`src/rtl/jtframe_ioctl_prog.sv`:
```
// Byte-to-word ROM download packer: ioctl byte stream -> masked 16-bit SDRAM writes through a small FIFO.
// Optional macro JTFRAME_DWNLD_SWAP_EN inverts the byte-lane mapping for big-endian ROMs.
module jtframe_ioctl_prog #(
    parameter int unsigned SDRAMW    = 23,
    parameter int unsigned HEADER    = 0,
    parameter logic [24:0] BA1_START = 25'h100_0000,
    parameter logic [24:0] BA2_START = 25'h180_0000,
    parameter logic [24:0] BA3_START = 25'h1C0_0000,
    parameter int unsigned FIFO_AW   = 2
) (
    input  logic              clk_rom,
    input  logic              rst_n,
    input  logic              downloading,
    input  logic [24:0]       ioctl_addr,
    input  logic [7:0]        ioctl_dout,
    input  logic              ioctl_wr,
    output logic [SDRAMW-1:0] prog_addr,
    output logic [15:0]       prog_data,
    output logic [1:0]        prog_mask,
    output logic [1:0]        prog_ba,
    output logic              prog_we,
    input  logic              prog_ack,
    output logic              dwnld_busy,
    output logic              overflow
);

    localparam int unsigned DEPTH = 1 << FIFO_AW;
    localparam logic [FIFO_AW:0] FULL_CNT = (FIFO_AW+1)'(DEPTH);
`ifdef JTFRAME_DWNLD_SWAP_EN
    localparam logic LANE_SWAP = 1'b1;
`else
    localparam logic LANE_SWAP = 1'b0;
`endif

    typedef struct packed {
        logic [1:0]        ba;
        logic [SDRAMW-1:0] word;
        logic              lsb;
        logic [7:0]        data;
    } entry_t;

    typedef enum logic [1:0] {ST_IDLE, ST_WRITE, ST_GAP} state_t;

    entry_t             r_mem [DEPTH];
    logic [FIFO_AW-1:0] r_wr_ptr;
    logic [FIFO_AW-1:0] r_rd_ptr;
    logic [FIFO_AW:0]   r_count;
    state_t             r_state;
    logic               r_dl_d;

    logic [24:0] w_off;
    logic [24:0] w_base;
    logic [24:0] w_rel;
    logic [1:0]  w_ba;
    logic        w_accept;
    logic        w_full;
    logic        w_pop;
    logic        w_push;
    logic        w_drop;
    entry_t      w_entry;
    entry_t      w_head;

    // Address decode: strip header, pick bank, make bank-relative word address
    always_comb begin
        w_off  = ioctl_addr - 25'(HEADER);
        w_ba   = 2'd0;
        w_base = '0;
        if (w_off >= BA3_START) begin
            w_ba   = 2'd3;
            w_base = BA3_START;
        end else if (w_off >= BA2_START) begin
            w_ba   = 2'd2;
            w_base = BA2_START;
        end else if (w_off >= BA1_START) begin
            w_ba   = 2'd1;
            w_base = BA1_START;
        end
        w_rel        = w_off - w_base;
        w_entry.ba   = w_ba;
        w_entry.word = SDRAMW'(w_rel >> 1);
        w_entry.lsb  = w_rel[0];
        w_entry.data = ioctl_dout;
    end

    // Pop looks only at registered occupancy, so an empty FIFO never pops a same-cycle push
    always_comb begin
        w_accept = downloading & ioctl_wr & (ioctl_addr >= 25'(HEADER));
        w_full   = (r_count == FULL_CNT);
        w_pop    = (r_state == ST_IDLE) & (r_count != '0);
        w_push   = w_accept & (~w_full | w_pop);
        w_drop   = w_accept & w_full & ~w_pop;
        w_head   = r_mem[r_rd_ptr];
    end

    always_ff @(posedge clk_rom) begin
        if (w_push) r_mem[r_wr_ptr] <= w_entry;
    end

    always_ff @(posedge clk_rom or negedge rst_n) begin
        if (!rst_n) begin
            r_wr_ptr <= '0;
            r_rd_ptr <= '0;
            r_count  <= '0;
        end else begin
            if (w_push) r_wr_ptr <= r_wr_ptr + FIFO_AW'(1);
            if (w_pop)  r_rd_ptr <= r_rd_ptr + FIFO_AW'(1);
            case ({w_push, w_pop})
                2'b10:   r_count <= r_count + (FIFO_AW+1)'(1);
                2'b01:   r_count <= r_count - (FIFO_AW+1)'(1);
                default: r_count <= r_count;
            endcase
        end
    end

    // Output stage: load head, hold request until ack, then one idle gap cycle
    always_ff @(posedge clk_rom or negedge rst_n) begin
        if (!rst_n) begin
            r_state   <= ST_IDLE;
            prog_we   <= 1'b0;
            prog_addr <= '0;
            prog_data <= '0;
            prog_ba   <= '0;
            prog_mask <= 2'b11;
        end else begin
            case (r_state)
                ST_IDLE: begin
                    if (w_pop) begin
                        prog_addr <= w_head.word;
                        prog_data <= {w_head.data, w_head.data};
                        prog_ba   <= w_head.ba;
                        prog_mask <= (w_head.lsb ^ LANE_SWAP) ? 2'b01 : 2'b10;
                        prog_we   <= 1'b1;
                        r_state   <= ST_WRITE;
                    end
                end
                ST_WRITE: begin
                    if (prog_ack) begin
                        prog_we <= 1'b0;
                        r_state <= ST_GAP;
                    end
                end
                ST_GAP:  r_state <= ST_IDLE;
                default: r_state <= ST_IDLE;
            endcase
        end
    end

    always_ff @(posedge clk_rom or negedge rst_n) begin
        if (!rst_n) begin
            r_dl_d     <= 1'b0;
            overflow   <= 1'b0;
            dwnld_busy <= 1'b0;
        end else begin
            r_dl_d     <= downloading;
            dwnld_busy <= downloading | (r_count != '0) | (r_state != ST_IDLE);
            if (w_drop)
                overflow <= 1'b1;
            else if (downloading & ~r_dl_d)
                overflow <= 1'b0;
        end
    end

endmodule
```
`config.mk`:
```
export PLATFORM = sky130hd
export DESIGN_NAME = jtframe_ioctl_prog
export DESIGN_NICKNAME = d
export VERILOG_FILES = /design/src/rtl/jtframe_ioctl_prog.sv
export SDC_FILE = /design/constraint.sdc
export NUM_CORES = 1
export LEC_CHECK = 0
export CAP_MARGIN = 20
export CORE_MARGIN = 1.5
export CORE_UTILIZATION = 40
export DETAILED_ROUTE_END_ITERATION = 8
export HOLD_SLACK_MARGIN = 0.15
export PLACE_DENSITY = 0.67
export SLEW_MARGIN = 0
export SYNTH_ARGS = -nofsm -noshare
export SYNTH_HDL_FRONTEND = slang
export SYNTH_SLANG_ARGS = --single-unit
```
`constraint.sdc`:
```
create_clock -name clk_rom -period 2.2 [get_ports clk_rom]
set_clock_uncertainty 0.15 [all_clocks]
set_input_delay 0.33 -clock clk_rom [delete_from_list [all_inputs] [get_ports clk_rom]]
set_output_delay 0.33 -clock clk_rom [all_outputs]
set_load 0.02 [all_outputs]
```
==> flow_summary_export.csv, run 1 <==
group,metric,value,unit
status,status,"finished clean",
job,maxCapViolations,0,
grt,antenna_found_initial,0,
worst_setup_path,arrival,2.32,ns
timing,setup_viol,0,
timing,clock.fmax,469.4,MHz
placed_design,placedCellCount,629,
routing,first_pass_iters,4,
worst_setup_path,regToRegStartpoint,"r_state[0]$_DFFE_PN0P_",
worst_setup_path,cp_max_fo,3,
worst_setup_path,crit_chain,"o21ai_2 -> o311a_1 -> inv_1 -> ha_2 -> inv_2 -> fa_2 -> xor2_1 -> nor2_1 -> xor2_1",
routing,wl,12.42,mm
power_and_ir_drop,p_clk_share,23.9,%
clock_tree,htree_num_levels,4,
clock_tree,clock_latency,0.42,ns
clock_tree,cts_tree,"built",
worst_setup_path,crit_top_cell,"xor2_1",
worst_setup_path,cp_slowest_cell,"dfrtp_1",
timing,rsz0062_at_grt,"true",
final_layout,nFillCells,1401,
routing,vias,3255,
floorplanning,fp.dieW,135.0,um
timing,post-route-period-util,96.83,%
final_layout,area_growth_syn_to_layout,26.02,%
timing,post-route-min-period,2.130,ns
final_layout,drive_gt1_share,30.30,%
yosys,syn_inst,324,
final_layout,layout_common_cells,"136 x edfxtp_1, 82 x clkdlybuf4s50_1, 43 x dfrtp_1",
worst_setup_path,required,2.39,ns
floorplanning,core,17180,um^2
routing,vias_per_cell,4.902,
placed_design,place_congestion,0.6749,
clock_tree,root_buffer,"clkbuf_16",
yosys,synth_nets,369,
floorplanning,io_pins,84,
hold_path,hold_class,"input pin to async pin",
yosys,syn_avg_cell_area,21.52,um^2
timing,final_hold_viol_count,0,
placed_design,hpwl,7.729,mm
floorplanning,fp.dieH,135.0,um
worst_setup_path,setup.worst_path.start,"r_state[0]$_DFFE_PN0P_",
worst_setup_path,cp-start-kind,"register",
timing,whs,0.2700,ns
grt,grt_pass1_vias,3439,
final_layout,final_cells,664,
worst_setup_path,worst-r2r-cell-count,9,
timing,drv_slew,0,
power_and_ir_drop,ir_drop,0.0009514,V
final_layout,layout_commonest_cell,"edfxtp_1",
worst_setup_path,cpPeakStageDelay,0.40,ns
grt,grt_max_degree,39,
clock_tree,clkSinkCount,184,
yosys,ys_ff_latch,184,
power_and_ir_drop,comb_power_share,35.6,%
power_and_ir_drop,seqPwrFrac,40.5,%
grt,grt_pass1_wl,19.26,mm
clock_tree,clk_pin_slew_worst_paths,0.06,ns
power_and_ir_drop,leakage,0.003106,uW
power_and_ir_drop,p_int,8538,uW
power_and_ir_drop,p_per_area,1377,nW/um^2
timing,tightest_slew,0.6023,ns
yosys,yosysWarnings,0,
routing,detail_route.wl_per_cell,18.71,um
timing,setup_ws,0.06978,ns
floorplanning,initial_utilization,40.59,%
worst_setup_path,crit_type,"register to register",
worst_setup_path,crit_path_end_kind,"register",
yosys,ys_seq_area_share,75.84,%
worst_setup_path,endpoint,"r_count[2]$_DFFE_PN0P_",
floorplanning,die_area,18230,um^2
routing,drt-initial-drc-count,184,
power_and_ir_drop,switching_power,3556,uW
timing,maxSlewHeadroom,59.85,%
placed_design,post-place-ws,-0.09205,ns
power_and_ir_drop,switching_share,29.40,%
routing,drc,0,
final_layout,antenna_cells,0,
grt,grt.total_usage,14.60,%
worst_setup_path,reg2reg_to,"r_count[2]$_DFFE_PN0P_",
yosys,synth_cell_types,31,
clock_tree,cts_buffer_depth,2,
yosys,synth_area,6972,um^2
worst_setup_path,r2r_slack,0.07,ns
final_layout,finalNetCount,471,
floorplanning,core.rowCount,48,
clock_tree,cts_buffers,17,
placed_design,io_buffers,83,
grt,overflow,0,
routing,drtAntennaViolNets,0,
==> worst max-delay path: cells and delay by family (launching register included) <==
kind	cells	cell delay (ns)
flops	1	0.40
buf+inv	2	0.12
compound gates	2	0.44
fa+ha+maj	2	0.51
xor+xnor	2	0.30
simple gates	1	0.13
==> cells in the mapped netlist <==
cell type | number | area (um^2)
o311a_1 | 1 | 10.01
nand2b_1 | 2 | 12.51
buf_6 | 2 | 22.52
a21boi_0 | 1 | 7.510
o41ai_1 | 1 | 8.760
mux2_4 | 5 | 75.07
ha_1 | 6 | 75.07
dfstp_2 | 2 | 52.55
xor2_1 | 3 | 26.28
inv_1 | 11 | 41.29
and2_1 | 5 | 31.28
o21bai_1 | 2 | 15.01
o21ai_0 | 2 | 10.01
mux2i_1 | 1 | 10.01
mux2_2 | 30 | 337.8
edfxtp_1 | 136 | 4084
fa_1 | 1 | 20.02
dfrtp_1 | 46 | 1151
and3_1 | 1 | 6.260
mux4_2 | 34 | 765.7
nand2_1 | 1 | 3.750
buf_4 | 12 | 90.09
and2_4 | 1 | 8.760
nand3b_1 | 1 | 7.510
clkbuf_1 | 3 | 11.26
nor2_1 | 3 | 11.26
xnor2_1 | 4 | 35.03
or3_4 | 1 | 11.26
nand3_1 | 1 | 5.000
buf_2 | 3 | 15.01
a21oi_1 | 2 | 10.01
==> per-layer routing <==
metal / up-vias / share of wire (%) / global-route usage (%)
met1: 1686 / 44 / 18.84
met5: - / 0 / 0
met3: 16 / 3.7 / 3.341
met2: 82 / 50 / 23.99
li1: 1471 / - / -
met4: 0 / 1.7 / 6.093
==> worst min-delay path by stage <==
| stage | startpoint | end | slack (ns) | depth (start not counted) |
|---|---|---|---|---|
| floorplan | rst_n | dwnld_busy$_DFF_PN0_ | -0.12 | 0 |
| global placement | rst_n | prog_addr[20]$_DFFE_PN0P_ | 0.17 | 1 |
| detailed placement | rst_n | prog_addr[20]$_DFFE_PN0P_ | 0.19 | 1 |
| CTS | downloading | r_dl_d$_DFF_PN0_ | 0.27 | 1 |
| global route | downloading | r_dl_d$_DFF_PN0_ | 0.30 | 1 |
| finish | rst_n | prog_addr[20]$_DFFE_PN0P_ | 0.27 | 2 |
==> cells by family (layout without fill, tap and decap cells) <==
group,Yosys count,after routing,share of synthesized area (%)
and+or+nand+nor,16,16,1.400
muxes,70,70,17.05
DFF,184,184,75.84
AOI/OAI and AO/OA,9,9,0.8794
xor gates and xnor gates,7,7,0.8794
adders and majority gates,7,7,1.364
buffers and inverters,31,146,2.584
==> power by group through the flow <==
stage	Sequential [uW]	Clock, uW	Combinational [uW]
6_report	4900	2890	4300
5_1_grt	4990	3090	4610
4_1_cts	4910	2950	4350
3_5_place_dp	4970	0	4340
3_3_place_gp	4930	0	4270
2_1_floorplan	5260	0	2440
==> layout make-up <==
class	count	area (um^2)	share of cell area [%]
clock buffers	18	429.2	4.885
flip-flops and latches	184	5291	60.22
multi-input cells	109	1518	17.27
clock inverters	14	133.9	1.524
inverters	11	41.29	0.4700
well taps	225	281.5	3.204
repair buffers	103	1091	12.42
==> flip-flops by register name, summed over array words and instances, names as in the netlist <==
name	cells
dwnld_busy	1
overflow	1
prog_addr	23
prog_ba	2
prog_data	8
prog_mask	2
prog_we	1
r_count	3
r_dl_d	1
r_mem	136
r_rd_ptr	2
r_state	2
r_wr_ptr	2
==> through the flow <==
step	area [um^2]	util (%)	power, uW	TNS (ns)
after global routing	8786	51.15	12690	-0.02743
after global placement	8190	47.68	9199	-0.02032
after CTS	8763	51.02	12210	0
after floorplan	6979	-	7704	0
final	8786	51.15	12090	0
after detailed placement	8190	47.68	9313	-0.09205
==> what timing repair did <==
item,4_1_cts,5_1_grt
buffers inserted,0,2
hold buffers,1,0
resized for setup,0,5
hold endpoints to repair,17,0
endpoints found under the setup margin,0,1
Note: power is estimated with default switching activity, not from simulation.
==> run 2, diff against run 1 <==
--- a/config.mk
+++ b/config.mk
@@ -9,8 +9,9 @@
 export CORE_MARGIN = 1.5
 export CORE_UTILIZATION = 40
 export DETAILED_ROUTE_END_ITERATION = 8
+export GPL_ROUTABILITY_DRIVEN = 0
 export HOLD_SLACK_MARGIN = 0.15
-export PLACE_DENSITY = 0.67
+export PLACE_DENSITY = 0.64
 export SLEW_MARGIN = 0
 export SYNTH_ARGS = -nofsm -noshare
 export SYNTH_HDL_FRONTEND = slang
==> constraint.sdc (replaced) <==
create_clock -name clk_rom -period 2.6 [get_ports clk_rom]
set_clock_uncertainty 0.15 [all_clocks]
set_input_delay 0.39 -clock clk_rom [delete_from_list [all_inputs] [get_ports clk_rom]]
set_output_delay 0.39 -clock clk_rom [all_outputs]
set_load 0.02 [all_outputs]
==> flow_summary_export.csv, run 2 (same netlist as run 1, synthesis figures left out) <==
group,metric,value,unit
final_layout,top_regs,"r_mem (136), prog_addr (23), prog_data (8)",
floorplanning,core.rowCount,48,
timing,final_hold_viol_count,0,
job,maxCapViolations,0,
worst_setup_path,cp_max_fo,3,
timing,drv_slew,0,
timing,whs,0.3466,ns
placed_design,placed_area,8130,um^2
placed_design,io_buffers,83,
final_layout,drive_gt1_share,28.21,%
timing,setup_ws,0.4447,ns
timing,rsz0062_at_grt,"false",
timing,maxSlewHeadroom,56.91,%
placed_design,hpwl,7.793,mm
final_layout,finalNetCount,468,
routing,wl_met2,5.964,mm
clock_tree,clk_pin_slew_worst_paths,0.06,ns
routing,vias,3200,
floorplanning,fp.dieH,135.0,um
clock_tree,htree_num_levels,4,
final_layout,layout_commonest_cell,"edfxtp_1",
routing,vias_per_cell,4.841,
status,status,"finished clean",
power_and_ir_drop,leakage,0.003084,uW
hold_path,hold_class,"register to register",
worst_setup_path,arrival,2.35,ns
grt,overflow,0,
timing,post-route-period-util,82.89,%
worst_setup_path,cp-start-kind,"register",
placed_design,post-place-ws,0.2535,ns
routing,wl_met3,523,um
routing,detail_route.wl_per_cell,17.96,um
routing,wl,11.87,mm
routing,top_layer_used,"met4",
routing,first_pass_iters,4,
floorplanning,fp.dieW,135.0,um
floorplanning,core,17180,um^2
clock_tree,clkSinkCount,184,
final_layout,stdcell_area,8730,um^2
worst_setup_path,crit_path_end_kind,"register",
power_and_ir_drop,p_per_area,1164,nW/um^2
grt,grt_max_degree,39,
final_layout,area_growth_syn_to_layout,25.22,%
floorplanning,io_pins,84,
timing,setup-tns-final,0,ns
power_and_ir_drop,ir_drop,0.0005541,V
timing,clock.fmax,464.0,MHz
grt,grt_pass1_vias,3483,
routing,drtAntennaViolNets,0,
routing,drc,0,
timing,setup_viol,0,
floorplanning,die_area,18230,um^2
worst_setup_path,required,2.80,ns
clock_tree,clock_latency,0.42,ns
grt,grt.total_usage,14.24,%
final_layout,multi_input_area,1509,um^2
clock_tree,cts_tree,"built",
final_layout,largest_register_ff_count,136,
final_layout,layout_common_cells,"136 x edfxtp_1, 82 x clkdlybuf4s50_1, 44 x dfrtp_1",
routing,wl_met1,5.230,mm
clock_tree,root_buffer,"clkbuf_16",
final_layout,antenna_cells,0,
final_layout,utilization,50.82,%
timing,tightest_slew,0.6464,ns
clock_tree,cts_buffers,17,
final_layout,regArea,5290,um^2
clock_tree,cts_buffer_depth,2,
grt,grt_pass1_wl,18.89,mm
final_layout,regMostFlops,"r_mem",
final_layout,nFillCells,1413,
worst_setup_path,crit_type,"register to register",
routing,drt-initial-drc-count,156,
floorplanning,initial_utilization,40.59,%
timing,post-route-min-period,2.155,ns
grt,antenna_found_initial,0,
## run 2: worst paths after layout
kind / from / to / slack, ns / cells past startpoint
max: r_count[2]$_DFFE_PN0P_ / r_count[2]$_DFFE_PN0P_ / 0.44 / 9
min: r_dl_d$_DFF_PN0_ / overflow$_DFFE_PN0P_ / 0.35 / 2
max reg2reg: r_count[2]$_DFFE_PN0P_ / r_count[2]$_DFFE_PN0P_ / 0.44 / 9
min reg2reg: r_dl_d$_DFF_PN0_ / overflow$_DFFE_PN0P_ / 0.35 / 2
max in group asynchronous: rst_n / prog_addr[7]$_DFFE_PN0P_ / 1.26 / 3
min in group asynchronous: rst_n / prog_ba[1]$_DFFE_PN0P_ / 0.38 / 2
## run 2: worst max-delay path, cell delays in order, from the launching register on
cell and delay [ns]:
dfrtp_1 0.38, o21ai_0 0.12, o311a_1 0.34, inv_1 0.07, ha_1 0.17, inv_1 0.06
fa_1 0.38, xor2_1 0.15, nor2_1 0.11, xor2_1 0.15
## run 2: per-stage QoR
stage,cells,total power (uW)
floorplan,324,6517
global placement,628,7676
detailed placement,628,7761
CTS,661,10320
global route,661,10690
finish,661,10160
## run 2: power by group
group	switching, uW	internal (uW)	leakage (uW)
Sequential	330	3810	0.00179
Clock	991	1550	0.000289
Combinational	1580	1900	0.00100
## run 2: final cells by class
type | instances | area share, %
well taps | 225 | 3.225
repair buffers | 100 | 11.67
clock buffers | 21 | 5.274
multi-input cells | 109 | 17.29
flip-flops and latches | 184 | 60.60
inverters | 11 | 0.4730
clock inverters | 11 | 1.476
## run 2: per-layer routing
metal	global-route usage [%]	vias to the layer above
li1	-	1454
met1	18.23	1666
met2	23.05	70
met3	4.279	10
met4	5.376	0
met5	0	-
## run 2: what timing repair did
| item | CTS | global route |
|---|---|---|
| hold endpoints to repair | 23 | 0 |
| buffers inserted | 0 | 0 |
| resized for setup | 0 | 0 |
| hold buffers | 1 | 0 |
